$ cat src/rtl/neopixel_pkg.sv
// Shared types and constants for the NeoPixel frame sequencer.
package neopixel_pkg;

  localparam int unsigned NUM_PIXELS_DEFAULT = 5;
  localparam int unsigned BEATS_PER_PIXEL    = 3;

  // Beat k of a pixel carries colour k, so the encoding doubles as the beat offset.
  typedef enum logic [1:0] {
    COLOR_RED   = 2'b00,
    COLOR_BLUE  = 2'b01,
    COLOR_GREEN = 2'b10
  } color_t;

  typedef enum logic [2:0] {
    StIdle,
    StLoad,
    StArm,
    StSend,
    StDrain
  } seq_state_t;

endpackage

$ cat src/rtl/neopixel_frame_sequencer_if.sv
// Load/send handshake between the frame sequencer (master) and the strand controller (slave).
interface neopixel_frame_sequencer_if;
  logic       load_color;
  logic       send_it;
  logic [2:0] pixel_index;
  logic [1:0] color_index;
  logic [7:0] color_level;
  logic       ready_to_load;
  logic       ready_to_send;

  modport master (
    output load_color, send_it, pixel_index, color_index, color_level,
    input  ready_to_load, ready_to_send
  );

  modport slave (
    input  load_color, send_it, pixel_index, color_index, color_level,
    output ready_to_load, ready_to_send
  );
endinterface

$ cat src/rtl/neopixel_level_scaler.sv
// Combinational colour-level scale: (level * (brightness + 1)) >> 8.
module neopixel_level_scaler
  import neopixel_pkg::*;
(
  input  logic [7:0] i_level,
  input  logic [7:0] i_brightness,
  output logic [7:0] o_level
);

  assign o_level = 8'((16'(i_level) * (16'(i_brightness) + 16'd1)) >> 8);

endmodule

$ cat src/rtl/neopixel_frame_sequencer.sv
// Snapshots a host-written shadow frame and replays it into the strand controller.
// Optional global brightness scaling is enabled with `define NEOPIXEL_BRIGHTNESS_EN.
module neopixel_frame_sequencer
  import neopixel_pkg::*;
#(
  parameter int unsigned NUM_PIXELS = NUM_PIXELS_DEFAULT
) (
  input  logic       i_clock,
  input  logic       i_reset,
  input  logic       i_wr_en,
  input  logic [2:0] i_wr_pixel,
  input  logic [1:0] i_wr_color,
  input  logic [7:0] i_wr_level,
  input  logic       i_frame_go,
  input  logic [7:0] i_brightness,
  neopixel_frame_sequencer_if.master io_ctrl,
  output logic       o_busy,
  output logic       o_frame_done
);

  localparam int unsigned Beats = NUM_PIXELS * BEATS_PER_PIXEL;
  localparam int unsigned BeatW = $clog2(Beats);
  localparam logic [BeatW-1:0] LastBeat = BeatW'(Beats - 1);
  localparam logic [BeatW-1:0] BeatsPerPixel = BeatW'(BEATS_PER_PIXEL);

  seq_state_t     r_state, w_state_next;
  logic [BeatW-1:0] r_beat;
  logic           r_pending;
  logic [7:0]     r_shadow [Beats];
  logic [7:0]     r_work   [Beats];
  logic [7:0]     w_shadow_next [Beats];

  logic             w_wr_valid;
  logic [BeatW-1:0] w_wr_addr;
  logic             w_start, w_load, w_send, w_done, w_accept;
  logic [2:0]       w_pixel;
  color_t           w_color;
  logic [7:0]       w_raw_level, w_level;

  assign w_wr_valid = i_wr_en && (32'(i_wr_pixel) < NUM_PIXELS) && (i_wr_color != 2'b11);
  assign w_wr_addr  = BeatW'(32'(i_wr_pixel) * BEATS_PER_PIXEL + 32'(i_wr_color));

  // Same-cycle write is folded in here so a frame start copies it too.
  always_comb begin
    w_shadow_next = r_shadow;
    if (w_wr_valid) begin
      w_shadow_next[w_wr_addr] = i_wr_level;
    end
  end

  always_comb begin
    w_state_next = r_state;
    w_start      = 1'b0;
    w_load       = 1'b0;
    w_send       = 1'b0;
    w_done       = 1'b0;
    unique case (r_state)
      StIdle: begin
        if (i_frame_go || r_pending) begin
          w_start      = 1'b1;
          w_state_next = StLoad;
        end
      end
      StLoad: begin
        w_load = 1'b1;
        if (io_ctrl.ready_to_load && (r_beat == LastBeat)) begin
          w_state_next = StArm;
        end
      end
      StArm: begin
        if (io_ctrl.ready_to_send) begin
          w_state_next = StSend;
        end
      end
      StSend: begin
        w_send       = 1'b1;
        w_state_next = StDrain;
      end
      StDrain: begin
        if (io_ctrl.ready_to_load) begin
          w_done       = 1'b1;
          w_state_next = StIdle;
        end
      end
      default: w_state_next = StIdle;
    endcase
  end

  assign w_accept = w_load && io_ctrl.ready_to_load;

  always_ff @(posedge i_clock) begin
    if (i_reset) begin
      r_state   <= StIdle;
      r_beat    <= '0;
      r_pending <= 1'b0;
      for (int i = 0; i < int'(Beats); i++) begin
        r_shadow[i] <= '0;
        r_work[i]   <= '0;
      end
    end else begin
      r_state  <= w_state_next;
      r_shadow <= w_shadow_next;
      if (w_start) begin
        r_work <= w_shadow_next;
        r_beat <= '0;
      end else if (w_accept && (r_beat != LastBeat)) begin
        r_beat <= r_beat + 1'b1;
      end
      // Idle always consumes the flag; a busy-time request is held one-deep.
      if (r_state == StIdle) begin
        r_pending <= 1'b0;
      end else if (i_frame_go) begin
        r_pending <= 1'b1;
      end
    end
  end

  assign w_pixel     = 3'(r_beat / BeatsPerPixel);
  assign w_color     = color_t'(2'(r_beat % BeatsPerPixel));
  assign w_raw_level = r_work[r_beat];

`ifdef NEOPIXEL_BRIGHTNESS_EN
  logic [7:0] r_brightness;

  always_ff @(posedge i_clock) begin
    if (i_reset) begin
      r_brightness <= '0;
    end else if (w_start) begin
      r_brightness <= i_brightness;
    end
  end

  neopixel_level_scaler u_scaler (
    .i_level      (w_raw_level),
    .i_brightness (r_brightness),
    .o_level      (w_level)
  );
`else
  logic w_unused_brightness;
  assign w_unused_brightness = ^i_brightness;
  assign w_level = w_raw_level;
`endif

  // Beat fields are forced to zero outside LOAD so idle/arm/drain present a quiet bus.
  assign io_ctrl.load_color  = w_load;
  assign io_ctrl.send_it     = w_send;
  assign io_ctrl.pixel_index = w_load ? w_pixel : 3'd0;
  assign io_ctrl.color_index = w_load ? w_color : COLOR_RED;
  assign io_ctrl.color_level = w_load ? w_level : 8'd0;
  assign o_busy              = (r_state != StIdle);
  assign o_frame_done        = w_done;

endmodule

$ cat src/flat_wrapper.sv
// flat-port wrapper written by rule: the top's interface ports become plain ports
module neopixel_frame_sequencer_flat import neopixel_pkg::*;
#(
  parameter int unsigned NUM_PIXELS = NUM_PIXELS_DEFAULT
)
  (i_clock, i_reset, i_wr_en, i_wr_pixel, i_wr_color, i_wr_level, i_frame_go, i_brightness, o_busy, o_frame_done, io_ctrl_load_color, io_ctrl_send_it, io_ctrl_pixel_index, io_ctrl_color_index, io_ctrl_color_level, io_ctrl_ready_to_load, io_ctrl_ready_to_send);
  neopixel_frame_sequencer_if io_ctrl_i ();
  input  logic i_clock;
  input  logic i_reset;
  input  logic i_wr_en;
  input  logic [2:0] i_wr_pixel;
  input  logic [1:0] i_wr_color;
  input  logic [7:0] i_wr_level;
  input  logic i_frame_go;
  input  logic [7:0] i_brightness;
  output logic o_busy;
  output logic o_frame_done;
  output wire logic [$bits(io_ctrl_i.load_color)-1:0] io_ctrl_load_color;
  output wire logic [$bits(io_ctrl_i.send_it)-1:0] io_ctrl_send_it;
  output wire logic [$bits(io_ctrl_i.pixel_index)-1:0] io_ctrl_pixel_index;
  output wire logic [$bits(io_ctrl_i.color_index)-1:0] io_ctrl_color_index;
  output wire logic [$bits(io_ctrl_i.color_level)-1:0] io_ctrl_color_level;
  input wire logic [$bits(io_ctrl_i.ready_to_load)-1:0] io_ctrl_ready_to_load;
  input wire logic [$bits(io_ctrl_i.ready_to_send)-1:0] io_ctrl_ready_to_send;
  assign io_ctrl_load_color = io_ctrl_i.load_color;
  assign io_ctrl_send_it = io_ctrl_i.send_it;
  assign io_ctrl_pixel_index = io_ctrl_i.pixel_index;
  assign io_ctrl_color_index = io_ctrl_i.color_index;
  assign io_ctrl_color_level = io_ctrl_i.color_level;
  assign io_ctrl_i.ready_to_load = io_ctrl_ready_to_load;
  assign io_ctrl_i.ready_to_send = io_ctrl_ready_to_send;
  neopixel_frame_sequencer #(.NUM_PIXELS(NUM_PIXELS)) u_core (.i_clock(i_clock), .i_reset(i_reset), .i_wr_en(i_wr_en), .i_wr_pixel(i_wr_pixel), .i_wr_color(i_wr_color), .i_wr_level(i_wr_level), .i_frame_go(i_frame_go), .i_brightness(i_brightness), .io_ctrl(io_ctrl_i), .o_busy(o_busy), .o_frame_done(o_frame_done));
endmodule
$ cat config.mk
export PLATFORM = sky130hd
export DESIGN_NAME = neopixel_frame_sequencer_flat
export DESIGN_NICKNAME = d
export VERILOG_FILES = /design/src/rtl/neopixel_pkg.sv /design/src/rtl/neopixel_frame_sequencer_if.sv /design/src/rtl/neopixel_level_scaler.sv /design/src/rtl/neopixel_frame_sequencer.sv /design/src/flat_wrapper.sv
export SDC_FILE = /design/constraint.sdc
export NUM_CORES = 1
export LEC_CHECK = 0
export ABC_AREA = 1
export BUFFER_PORTS_ARGS = -buffer_cell sky130_fd_sc_hd__buf_2
export CORE_ASPECT_RATIO = 0.6
export CORE_MARGIN = 3
export CORE_UTILIZATION = 40
export CTS_CLUSTER_SIZE = 8
export DETAILED_ROUTE_END_ITERATION = 12
export HOLD_SLACK_MARGIN = 0.12
export PLACE_DENSITY_LB_ADDON = 0.12
export SYNTH_ARGS = -nofsm -noshare
export SYNTH_HDL_FRONTEND = slang
export SYNTH_SLANG_ARGS = --single-unit
$ cat constraint.sdc
create_clock -name i_clock -period 4.54 [get_ports i_clock]
set_clock_uncertainty 0.05 [all_clocks]
set_input_delay 0.681 -clock i_clock [delete_from_list [all_inputs] [get_ports i_clock]]
set_output_delay 0.681 -clock i_clock [all_outputs]
set_load 0.01 [all_outputs]
======== Yosys cells after proc, flatten, opt, wreduce, memory -nomap -nowiden ========
Cells that the tools add are included.
cells by class
  $add $sub $neg .......................... 2
  multiply operators ...................... 1
  div/mod/pow operators ................... 2
  magnitude comparators ................... 4
  equality and inequality tests ........... 11
  muxes and demuxes ....................... 21
  bitwise gates (word level) .............. 2
  reduce and logical (&&, ||, !) cells .... 12
operators with widths
  operator                                                                 number
  120-bit bitwise mux                                                      1
  120-bit 2-to-1 mux                                                       1
  8-bit binary-select mux with 4-bit select                                1
  8-bit demux with 4-bit select                                            1
  8-bit 2-to-1 mux                                                         4
  3-bit 2-to-1 mux                                                         5
  3-bit one-hot mux with 5 select lines                                    1
  5-bit greater-or-equal comparator (second input constant)                2
  4-bit inverter with 5-bit output                                         2
  3-bit by 2-bit equality test with 1-bit output (second input constant)   2
  1-bit logical AND                                                        6
  1-bit 2-to-1 mux                                                         6
  2-bit != test (second input constant)                                    3
  5-bit by 1-bit < comparator with 1-bit output (second input constant)    1
  4-bit by 1-bit adder with 4-bit output (second input constant)           1
  4-bit by 2-bit adder with 4-bit output                                   1
  4-bit by 2-bit divider with 4-bit output (second input constant)         1
  4-bit equality test (second input constant)                              1
  4-bit by 2-bit remainder unit with 4-bit output (second input constant)  1
  3-bit by 2-bit multiplier with 4-bit output (second input constant)      1
  2-bit by 1-bit != test with 1-bit output (second input constant)         2
  4-bit != test (second input constant)                                    1
  4-bit AND reduction                                                      1
  2-bit OR reduction                                                       2
  other kinds (7)                                                          7
word-level totals
  bits in registers ....................... 248
  word-level logic and storage cells ...... 88

======== Depth between registers and ports, before layout ========
Gate-level depths: netlist of run 1.
  word-level depth ........................ 9
  mapped depth ............................ 14
  mapped depth without buffers ............ 14

======== Worst setup path before layout of run 1 ========
Ideal clock, no wire load.
  kind .................................... input port to flip-flop
  from .................................... in i_wr_pixel[0]
  to ...................................... reg u_core.r_work[58] in the netlist's numbering
  arrival ................................. 2.763 ns
  required time ........................... 4.358 ns
  path slack .............................. 1.595 ns
  stages on the path ...................... 9
  cells stage by stage .................... fa_1 ha_1 fa_1 inv_2 nor2_4 buf_2 nand3_1 nand3_1 a21oi_1
on the way
  cells in the longest elaborated chain, start to end .. 9
  elaborated cells between the ends (all ways) .. 13
  classes of those cells .................. add/sub (1); mul (1); order compare (3); mux (4); bitwise (1); reduce/logical (3)
ends and longest elaborated chain
  what                                                                                                                             line                             source
  start: declaration                                                                                                               flat_wrapper.sv:11               input logic [2:0] i_wr_pixel;
  3-bit by 2-bit multiplier with 4-bit output                                                                                      neopixel_frame_sequencer.sv:41   assign w_wr_addr = BeatW'(32'(i_wr_pixel) * BEATS_PER_PIXEL + 32'(i_wr_color));
  4-bit by 2-bit adder with 4-bit output                                                                                           neopixel_frame_sequencer.sv:41
  4-bit inverter with 5-bit output (not written as such)                                                                           neopixel_frame_sequencer.sv:47   w_shadow_next[w_wr_addr] = i_wr_level;
  5-bit greater-or-equal comparator (not written as such) / 5-bit by 1-bit < comparator with 1-bit output (equally long branches)  neopixel_frame_sequencer.sv:47
  1-bit logical AND (not written as such)                                                                                          neopixel_frame_sequencer.sv:47
  8-bit 2-to-1 mux (not written as such)                                                                                           neopixel_frame_sequencer.sv:47
  8-bit demux with 4-bit select                                                                                                    neopixel_frame_sequencer.sv:47
  120-bit bitwise mux                                                                                                              neopixel_frame_sequencer.sv:47
  120-bit 2-to-1 mux *                                                                                                             neopixel_frame_sequencer.sv:46   if (w_wr_valid) begin
  end signal: assignment                                                                                                           neopixel_frame_sequencer.sv:104  r_work <= w_shadow_next;
  end: declaration                                                                                                                 neopixel_frame_sequencer.sv:30   logic [7:0] r_work [Beats];
Every way passes the cells marked *; elsewhere a longest branch is shown, timed or not.
A chain may end at the register's enable or synchronous reset.

======== Worst setup path after layout of run 1 ========
  from .................................... reg u_core.r_beat[3]
  to ...................................... out io_ctrl_color_index[0]
on the way
  cells in the longest elaborated chain, start to end .. 2
ends and longest elaborated chain
  what                                             line                             source
  start: declaration                               neopixel_frame_sequencer.sv:27   logic [BeatW-1:0] r_beat;
  start signal: assignment                         neopixel_frame_sequencer.sv:107  r_beat <= r_beat + 1'b1;
  4-bit by 2-bit remainder unit with 4-bit output  neopixel_frame_sequencer.sv:119  assign w_color = color_t'(2'(r_beat % BeatsPerPixel));
  2-bit 2-to-1 mux                                 neopixel_frame_sequencer.sv:148  assign io_ctrl.color_index = w_load ? w_color : COLOR_RED;
  end: declaration                                 flat_wrapper.sv:21               output wire logic [$bits(io_ctrl_i.color_index)-1:0] io_ctrl_color_index;
Every way passes these cells.

==> results of run 1 <==
path summary, 6_finish.rpt:
kind / to / cells past startpoint
max: io_ctrl_color_index[0] / 14
min: u_core.r_work[38] / 2
max reg2reg: u_core.r_work[16] / 7
min reg2reg: u_core.r_work[38] / 2
cells in the mapped netlist (5+ instances only):
library cell / n
nand2_1: 398
inv_1: 302
nand3_1: 261
dfxtp_1: 248
a21oi_1: 159
nor2_1: 103
o21ai_0: 64
buf_2: 44
clkbuf_1: 43
or2_2: 26
nand2_2: 13
ha_1: 9
buf_1: 5
inv_2: 5
nor2_4: 5
sequential cells by signal, summed over array words and instances, names as in the netlist:
| signal | count |
|---|---|
| u_core.r_beat | 4 |
| u_core.r_shadow | 120 |
| u_core.r_work | 120 |
| u_core.r_state | 3 |
| u_core.r_pending | 1 |
through the flow:
step	power [mW]	worst slack (ns)	hold slack (ns)	utilization, %
floorplan	3.88	1.60	0.391	-
global placement	4.39	0.976	0.399	42.6
detailed placement	4.41	0.940	0.403	42.6
CTS	6.78	0.394	0.396	45.9
global route	7.14	0.0541	0.413	45.9
finish	6.73	0.428	0.408	45.9
area by class of cell:
class / count / area [um^2]
inverter: 309 / 1160
multi-input combinational: 1062 / 4990
sequential: 248 / 4970
fill: 2947 / 15100
tap: 367 / 459
clock buffer: 37 / 926
timing repair buffer: 57 / 355
per-layer routing:
metal	wire (um)	up-vias	global-route usage, %
met5	0	-	0
met4	809	0	6.77
met3	2010	59	3.41
met2	13700	241	33.1
met1	17500	4733	33.5
li1	-	5291	-
worst min-delay path, cell delays in order, from the launching register on:
cell,delay (ns)
dfxtp_1,0.30
nand2_1,0.06
a21oi_1,0.05
kinds of logic (layout without fill, tap and decap cells):
kind of cell / after synthesis / count (layout) / share of synthesized area (%)
simple gates: 823 / 823 / 31.8
buf+inv: 407 / 403 / 14.0
flops: 248 / 248 / 42.9
compound gates: 226 / 226 / 9.82
fa+ha+maj: 11 / 11 / 1.32
xor+xnor: 2 / 2 / 0.151
power by group through the flow:
stage          clock (mW)  combinational [mW]  sequential (mW)
6_report             2.35                1.85             2.53
3_5_place_dp            0                1.84             2.57
5_1_grt              2.50                2.09             2.55
3_3_place_gp            0                1.82             2.56
2_1_floorplan           0                1.34             2.54
4_1_cts              2.40                1.85             2.53
layout by cell type (no fill, tap or decap), types with 7 or more instances in the layout:
cell       count
nand2_1      397
inv_1        301
nand3_1      261
dfxtp_1      247
a21oi_1      159
nor2_1       103
o21ai_0       64
clkbuf_16     37
buf_2         34
or2_2         26
buf_4         22
nand2_2       14
ha_1           9
inv_2          7
==> impl_metrics.json, run 1 <==
{
  "firstDrtPassIters": 7,
  "p_leak_nw": 6.32,
  "place_area_mm2": 0.0119,
  "drc": 0,
  "area_growth_syn_to_layout_pct": 11.1,
  "drtIter0Drc": 805,
  "synth_area_leaders": "dfxtp_1 (43%), nand2_1 (13%), nand3_1 (11%), inv_1 (9.8%), a21oi_1 (6.9%)",
  "worst_pin_slew_ns": 1.03,
  "grt_pass1_wl_um": 53900,
  "die_h_um": 138,
  "dp_cells": 2043,
  "cts-root-buf": "clkbuf_16",
  "maxCapViolCount": 0,
  "required_ns": 3.81,
  "h-tree-depth": 2,
  "ant_nets": 0,
  "grt_pass1_vias": 9476,
  "syn_inst": 1717,
  "vias": 10300,
  "path_cells": "inv_1 -> nand2_1 -> clkinv_1 -> ha_1 -> inv_1 -> ha_1 -> o21ai_0 -> xor2_1 -> ha_1 -> inv_1 -> nand2_1 -> nand2_1 -> a21oi_1 -> buf_2",
  "clk_pin_slew_worst_paths_ns": 0.05,
  "regToRegSetupSlack_ns": 2.18,
  "final_cell_area_mm2": 0.0129,
  "ys_types": 30,
  "start_util_pct": 41.3,
  "synthArstFlopShare_pct": 0,
  "slew_headroom_pct": 31.4,
  "cp-start-kind": "flip-flop",
  "clockPowerShare_pct": 34.9,
  "critPathSlowestCell": "dfxtp_1",
  "post_cts_resized": 0,
  "synth_ff_type": "dfxtp_1",
  "period_minus_slack_ns": 4.11,
  "grt-ovfl-total": 0,
  "arrival_ns": 3.38,
  "power_density_mw_per_mm2": 524,
  "cts_tree": "done",
  "via_per_inst": 4.96,
  "synth_edf_count": 0,
  "hp-start": "u_core.r_work[38]",
  "final_cells": 2080,
  "routed_wirelength_um": 34100,
  "status": "finished, final reports clean",
  "cp_top_family": "buffers and inverters",
  "clockBufferDepth": 3,
  "max-vdd-ir-drop_mv": 0.312,
  "yosysSeqAreaShare_pct": 42.9,
  "p_int_mw": 4.39,
  "worstSetupPathType": "flip-flop to primary output",
  "antenna_found_initial": 0,
  "crit_fanout": 13,
  "coreArea_mm2": 0.0280,
  "post_drt_wl_per_cell_um": 16.4,
  "p_seq_share_pct": 37.6,
  "rows": 47,
  "startpoint": "u_core.r_beat[3]",
  "avgSynthCellArea_um2": 6.74,
  "chipWidth_um": 226,
  "p_sw_mw": 2.34,
  "crit_path_max_incr_delay_ns": 0.66,
  "fmax_mhz": 243,
  "gp_congestion": 0.819,
  "hold_violations": 0,
  "synth_largest_area_cell": "dfxtp_1",
  "period_share_pct": 90.6,
  "syn-cell-area_mm2": 0.0116,
  "synth-seq-cells": 248,
  "min_path_type": "flip-flop to flip-flop",
  "antenna-diode-count": 0,
  "sw_frac_of_total_pct": 34.8,
  "clock_sinks": 248,
  "drive_gt1_share_pct": 9.28,
  "grt_max_degree": 82,
  "comb_power_share_pct": 27.5,
  "rr_startpoint": "u_core.r_pending",
  "postCtsSetupRepairBufs": 0,
  "numPortBuffers": 35,
  "cts_inserted_buffers": 36,
  "tns_ns": 0,
  "clk_latency_ns": 0.51,
  "final_net_count": 1752,
  "yosys.area.top_type_share_pct": 42.9,
  "yosysWarnings": 0,
  "worstSetupEndpointType": "primary output",
  "rsz0062_at_grt": "false",
  "syn_nets": 1755,
  "die_area_mm2": 0.0311,
  "dp_hpwl_um": 19800,
  "cp_num_buf_inv": 5,
  "ios": 44,
  "hold_buffers": 0,
  "drv_slew": 0,
  "setup_viol": 0,
  "track_usage_pct": 22.4
}
Note: power is estimated with default switching activity, not from simulation.
==> inputs of run 2 (changes only) <==
--- a/config.mk
+++ b/config.mk
@@ -14,6 +14,7 @@
 export DETAILED_ROUTE_END_ITERATION = 12
 export HOLD_SLACK_MARGIN = 0.12
 export PLACE_DENSITY_LB_ADDON = 0.12
+export RECOVER_POWER = 50
 export SYNTH_ARGS = -nofsm -noshare
 export SYNTH_HDL_FRONTEND = slang
 export SYNTH_SLANG_ARGS = --single-unit
==> run 2 against run 1 <==
Via count is 0.29% higher. The run now ends with capacitance limit, slew limit left. Core utilization is 0.24 points lower. Non-clock buffer count stayed put. Largest power group unchanged. Combinational power hardly changed.
==> impl_metrics.json, run 2 (synthesis results as in run 1) <==
{
  "hold_violations": 0,
  "firstDrtPassIters": 5,
  "final_net_count": 1752,
  "place_area_mm2": 0.0119,
  "whs_path_depth": 2,
  "grt_max_degree": 82,
  "ios": 44,
  "worst_pin_slew_ns": 2.59,
  "die_area_mm2": 0.0311,
  "via_per_inst": 4.98,
  "worstReg2RegEnd": "u_core.r_work[93]",
  "drc": 0,
  "start_util_pct": 41.3,
  "regToRegSetupSlack_ns": 1.64,
  "vias": 10400,
  "drive_gt1_share_pct": 8.23,
  "routed_wirelength_um": 34100,
  "clk_latency_ns": 0.51,
  "cp-start-kind": "flip-flop",
  "drv_slew": 148,
  "p_leak_nw": 6.27,
  "worstSetupEndpointType": "primary output",
  "grt_pass1_vias": 9476,
  "drtIter0Drc": 831,
  "hp-start": "u_core.r_work[38]",
  "slew_headroom_pct": -72.6,
  "cts_tree": "done",
  "final_cell_mix": "nand2_1 (403), inv_1 (302), nand3_1 (261)",
  "tns_ns": 0,
  "reg2reg_depth": 7,
  "rsz0062_at_grt": "false",
  "coreArea_mm2": 0.0280,
  "area_growth_syn_to_layout_pct": 10.5,
  "reg.largest.list": "u_core.r_shadow (120), u_core.r_work (120), u_core.r_beat (4)",
  "post_cts_resized": 0,
  "hold_slack_ns": 0.408,
  "clk_pin_slew_worst_paths_ns": 0.05,
  "setup_viol": 0,
  "dp_hpwl_um": 19800,
  "gp_congestion": 0.819,
  "cts-root-buf": "clkbuf_16",
  "rr_startpoint": "u_core.r_state[2]",
  "final_cell_area_mm2": 0.0128,
  "antenna-diode-count": 0,
  "die_h_um": 138,
  "grt-ovfl-total": 0,
  "numPortBuffers": 35,
  "final_common_cell": "nand2_1",
  "fin_util_pct": 45.7,
  "h-tree-depth": 2,
  "status": "complete, but fails checks",
  "crit_fanout": 13,
  "ant_nets": 0,
  "violations": "capacitance limit, slew limit",
  "post_drt_wl_per_cell_um": 16.4,
  "period_minus_slack_ns": 4.16,
  "grt_pass1_wl_um": 53900,
  "chipWidth_um": 226,
  "hold_buffers": 0,
  "fmax_mhz": 241,
  "postCtsSetupRepairBufs": 0,
  "maxCapViolCount": 4,
  "clock_sinks": 248,
  "required_ns": 3.81,
  "min_path_type": "flip-flop to flip-flop",
  "clockBufferDepth": 3,
  "cts_inserted_buffers": 36,
  "rows": 47,
  "arrival_ns": 3.43,
  "period_share_pct": 91.6,
  "track_usage_pct": 22.4,
  "antenna_found_initial": 0,
  "min_to": "u_core.r_work[38]",
  "worstSetupPathType": "flip-flop to primary output",
  "max-vdd-ir-drop_mv": 0.312,
  "power_density_mw_per_mm2": 525
}
run 2: cell count changes in the layout (fill, tap and decap cells not counted), sizes merged:
cell    change
buf         -8
clkbuf      +8
run 2: critical path: stages, from the launching register on:
cell      delay [ns]
dfxtp_1         0.67
inv_1           0.16
nand2_1         0.16
clkinv_1        0.32
ha_1            0.31
inv_1           0.05
ha_1            0.15
o21ai_0         0.17
xor2_1          0.22
ha_1            0.17
inv_1           0.06
nand2_1         0.10
nand2_1         0.07
a21oi_1         0.15
buf_2           0.15
run 2: layout make-up:
class	count	area, um^2
fill	2966	15200
sequential	248	4970
multi-input combinational	1062	4940
inverter	309	1160
clock buffer	37	926
tap	367	459
timing repair buffer	57	338
run 2: metal layers:
metal | global-route usage (%) | routed length (um) | part of all wire [%] | up-vias
met3 | 3.41 | 2060 | 6.0 | 58
met4 | 6.77 | 790 | 2.3 | 0
met2 | 33.1 | 13700 | 40 | 253
met1 | 33.5 | 17500 | 51 | 4747
met5 | 0 | 0 | 0 | -
li1 | - | - | - | 5296
run 2: how the worst max path moves through the flow:
| stage | startpoint | end | slack [ns] |
|---|---|---|---|
| floorplan | i_wr_pixel[0] | u_core.r_work[58] | 1.60 |
| global placement | i_wr_pixel[0] | u_core.r_work[80] | 0.98 |
| detailed placement | i_wr_pixel[0] | u_core.r_work[85] | 0.94 |
| CTS | u_core.r_beat[3] | io_ctrl_color_index[0] | 0.39 |
| global route | u_core.r_beat[3] | io_ctrl_color_index[0] | 0.05 |
| finish | u_core.r_beat[3] | io_ctrl_color_index[0] | 0.38 |
run 2: power breakdown:
group | internal [mW] | leakage, nW | switching, mW
registers | 2.44 | 2.01 | 0.0914
clock network | 1.42 | 0.456 | 0.926
logic | 0.522 | 3.80 | 1.31
total | 4.38 | 6.27 | 2.33
run 2: through the flow:
stage	std cells	power (mW)	setup WS (ns)
2_1_floorplan	1717	3.88	1.60
3_3_place_gp	2043	4.39	0.976
3_5_place_dp	2043	4.41	0.940
4_1_cts	2080	6.78	0.394
5_1_grt	2080	7.13	0.0527
6_report	2080	6.71	0.383
==> inputs of run 3 (changes only) <==
--- a/config.mk
+++ b/config.mk
@@ -9,7 +9,7 @@
 export BUFFER_PORTS_ARGS = -buffer_cell sky130_fd_sc_hd__buf_2
 export CORE_ASPECT_RATIO = 0.6
 export CORE_MARGIN = 3
-export CORE_UTILIZATION = 40
+export CORE_UTILIZATION = 55
 export CTS_CLUSTER_SIZE = 8
 export DETAILED_ROUTE_END_ITERATION = 12
 export HOLD_SLACK_MARGIN = 0.12
==> run 3 against run 2 <==
Sequential share of layout area rose by 0.53 points. Cell area down 1.3%. The flow still finishes with violations (capacitance limit, slew limit). Count of clock-buffer cells in the layout did not move. Fmax up 0.68%. First-iteration DRC count increased by 18%. Sequential cell count did not move. Worst hold slack improved by 0.0021 ns. Core utilization grew 16 points. Global-route usage grew 4.7 points.
==> impl_metrics.json, run 3 (synthesis results as in run 1) <==
{
  "tns_ns": 0,
  "hold_buffers": 0,
  "required_ns": 4.71,
  "post_drt_wl_per_cell_um": 15.8,
  "power_density_mw_per_mm2": 525,
  "slew_headroom_pct": -131,
  "status": "complete, but fails checks",
  "gp_congestion": 0.819,
  "ios": 44,
  "ant_nets": 0,
  "min_to": "u_core.r_work[32]",
  "firstDrtPassIters": 5,
  "worstReg2RegEnd": "u_core.r_beat[1]",
  "drv_slew": 133,
  "final_net_count": 1750,
  "area_growth_syn_to_layout_pct": 9.07,
  "arrival_ns": 4.30,
  "drive_gt1_share_pct": 7.71,
  "dp_hpwl_um": 18500,
  "n_fill_cell": 1930,
  "chipWidth_um": 193,
  "postCtsSetupRepairBufs": 0,
  "max-vdd-ir-drop_mv": 0.541,
  "drtIter0Drc": 982,
  "fin_util_pct": 62.1,
  "cts_tree": "done",
  "post_cts_resized": 0,
  "setup_viol": 0,
  "crit_fanout": 74,
  "cts_inserted_buffers": 36,
  "final_common_cell": "nand2_1",
  "whs_path_depth": 2,
  "vias": 10600,
  "antenna_found_initial": 0,
  "grt-ovfl-total": 0,
  "rr_startpoint": "u_core.r_state[2]",
  "clk_latency_ns": 0.50,
  "cts-root-buf": "clkbuf_16",
  "grt_pass1_wl_um": 50900,
  "period_minus_slack_ns": 4.13,
  "routed_wirelength_um": 31300,
  "min_path_type": "flip-flop to flip-flop",
  "drc": 0,
  "start_util_pct": 56.9,
  "worst_pin_slew_ns": 3.46,
  "die_h_um": 118,
  "startpoint": "i_reset",
  "coreArea_mm2": 0.0203,
  "period_share_pct": 91.0,
  "grt_max_degree": 87,
  "h-tree-depth": 2,
  "maxCapViolCount": 4,
  "fmax_mhz": 242,
  "cp-start-kind": "input port",
  "reg.largest.list": "u_core.r_shadow (120), u_core.r_work (120), u_core.r_beat (4)",
  "clock_sinks": 248,
  "track_usage_pct": 27.1,
  "rows": 40,
  "p_leak_nw": 6.24,
  "grt_pass1_vias": 9943,
  "worstSetupPathType": "input port to flip-flop",
  "worstSetupEndpointType": "flip-flop",
  "die_area_mm2": 0.0229,
  "antenna-diode-count": 0,
  "final_cell_mix": "nand2_1 (407), inv_1 (303), nand3_1 (261)",
  "hold_violations": 0,
  "rsz0062_at_grt": "false",
  "regToRegSetupSlack_ns": 1.42,
  "via_per_inst": 5.36,
  "violations": "capacitance limit, slew limit",
  "hp-start": "u_core.r_work[32]",
  "clk_pin_slew_worst_paths_ns": 0.05,
  "numPortBuffers": 35,
  "reg2reg_depth": 8,
  "clockBufferDepth": 3
}
==> run 3: cell count changes in the layout (fill, tap and decap cells not counted) <==
cell / previous run / this run
nand2_1: 403 / 407
nand2_2: 9 / 6
buf_4: 18 / 16
buf_12: 1 / 0
clkbuf_1: 6 / 7
inv_1: 302 / 303
inv_2: 6 / 5
nand2_4: 3 / 2
nor2_1: 107 / 108
nor2_4: 2 / 1
==> run 3: how the worst max path moves through the flow <==
stage	cells after the start	endpoint
floorplan	9	u_core.r_work[58]
global placement	11	u_core.r_work[85]
detailed placement	11	u_core.r_work[84]
CTS	15	io_ctrl_color_index[1]
global route	3	u_core.r_pending
finish	3	u_core.r_pending
==> run 3: cell type report <==
class	count	area, um^2	area share (%)
inverter	309	1160	9.19
timing repair buffer	55	307	2.43
tap	273	342	2.71
multi-input combinational	1062	4910	39.0
clock buffer	37	926	7.34
sequential	248	4970	39.4
==> run 3: per-layer routing <==
layer  global-route usage (%)  wire length, um
met1                     38.0            14400
met4                     6.77              609
met3                     5.27             2680
met2                     43.3            13600
met5                        0                0
==> run 3: where the power goes <==
group / internal (mW) / switching, mW / total (mW)
registers: 2.44 / 0.0863 / 2.53
clock network: 1.42 / 0.894 / 2.31
logic: 0.514 / 1.26 / 1.78
total: 4.37 / 2.24 / 6.62
==> run 3: worst max-delay path, cell delays in order <==
cell,delay (ns)
clkbuf_2,0.83
clkbuf_1,2.50
nor3_1,0.21
==> run 3: per-stage QoR <==
| stage | hold slack (ns) | worst slack (ns) | power [mW] | cells | instance area (um^2) |
|---|---|---|---|---|---|
| 4_1_cts | 0.411 | 0.609 | 6.66 | 1984 | 12700 |
| 3_5_place_dp | 0.404 | 0.943 | 4.35 | 1947 | 11800 |
| 3_3_place_gp | 0.400 | 0.963 | 4.31 | 1947 | 11800 |
| 2_1_floorplan | 0.391 | 1.60 | 3.88 | 1717 | 11600 |
| 6_report | 0.411 | 0.411 | 6.62 | 1984 | 12600 |
| 5_1_grt | 0.425 | 0.198 | 6.99 | 1984 | 12600 |
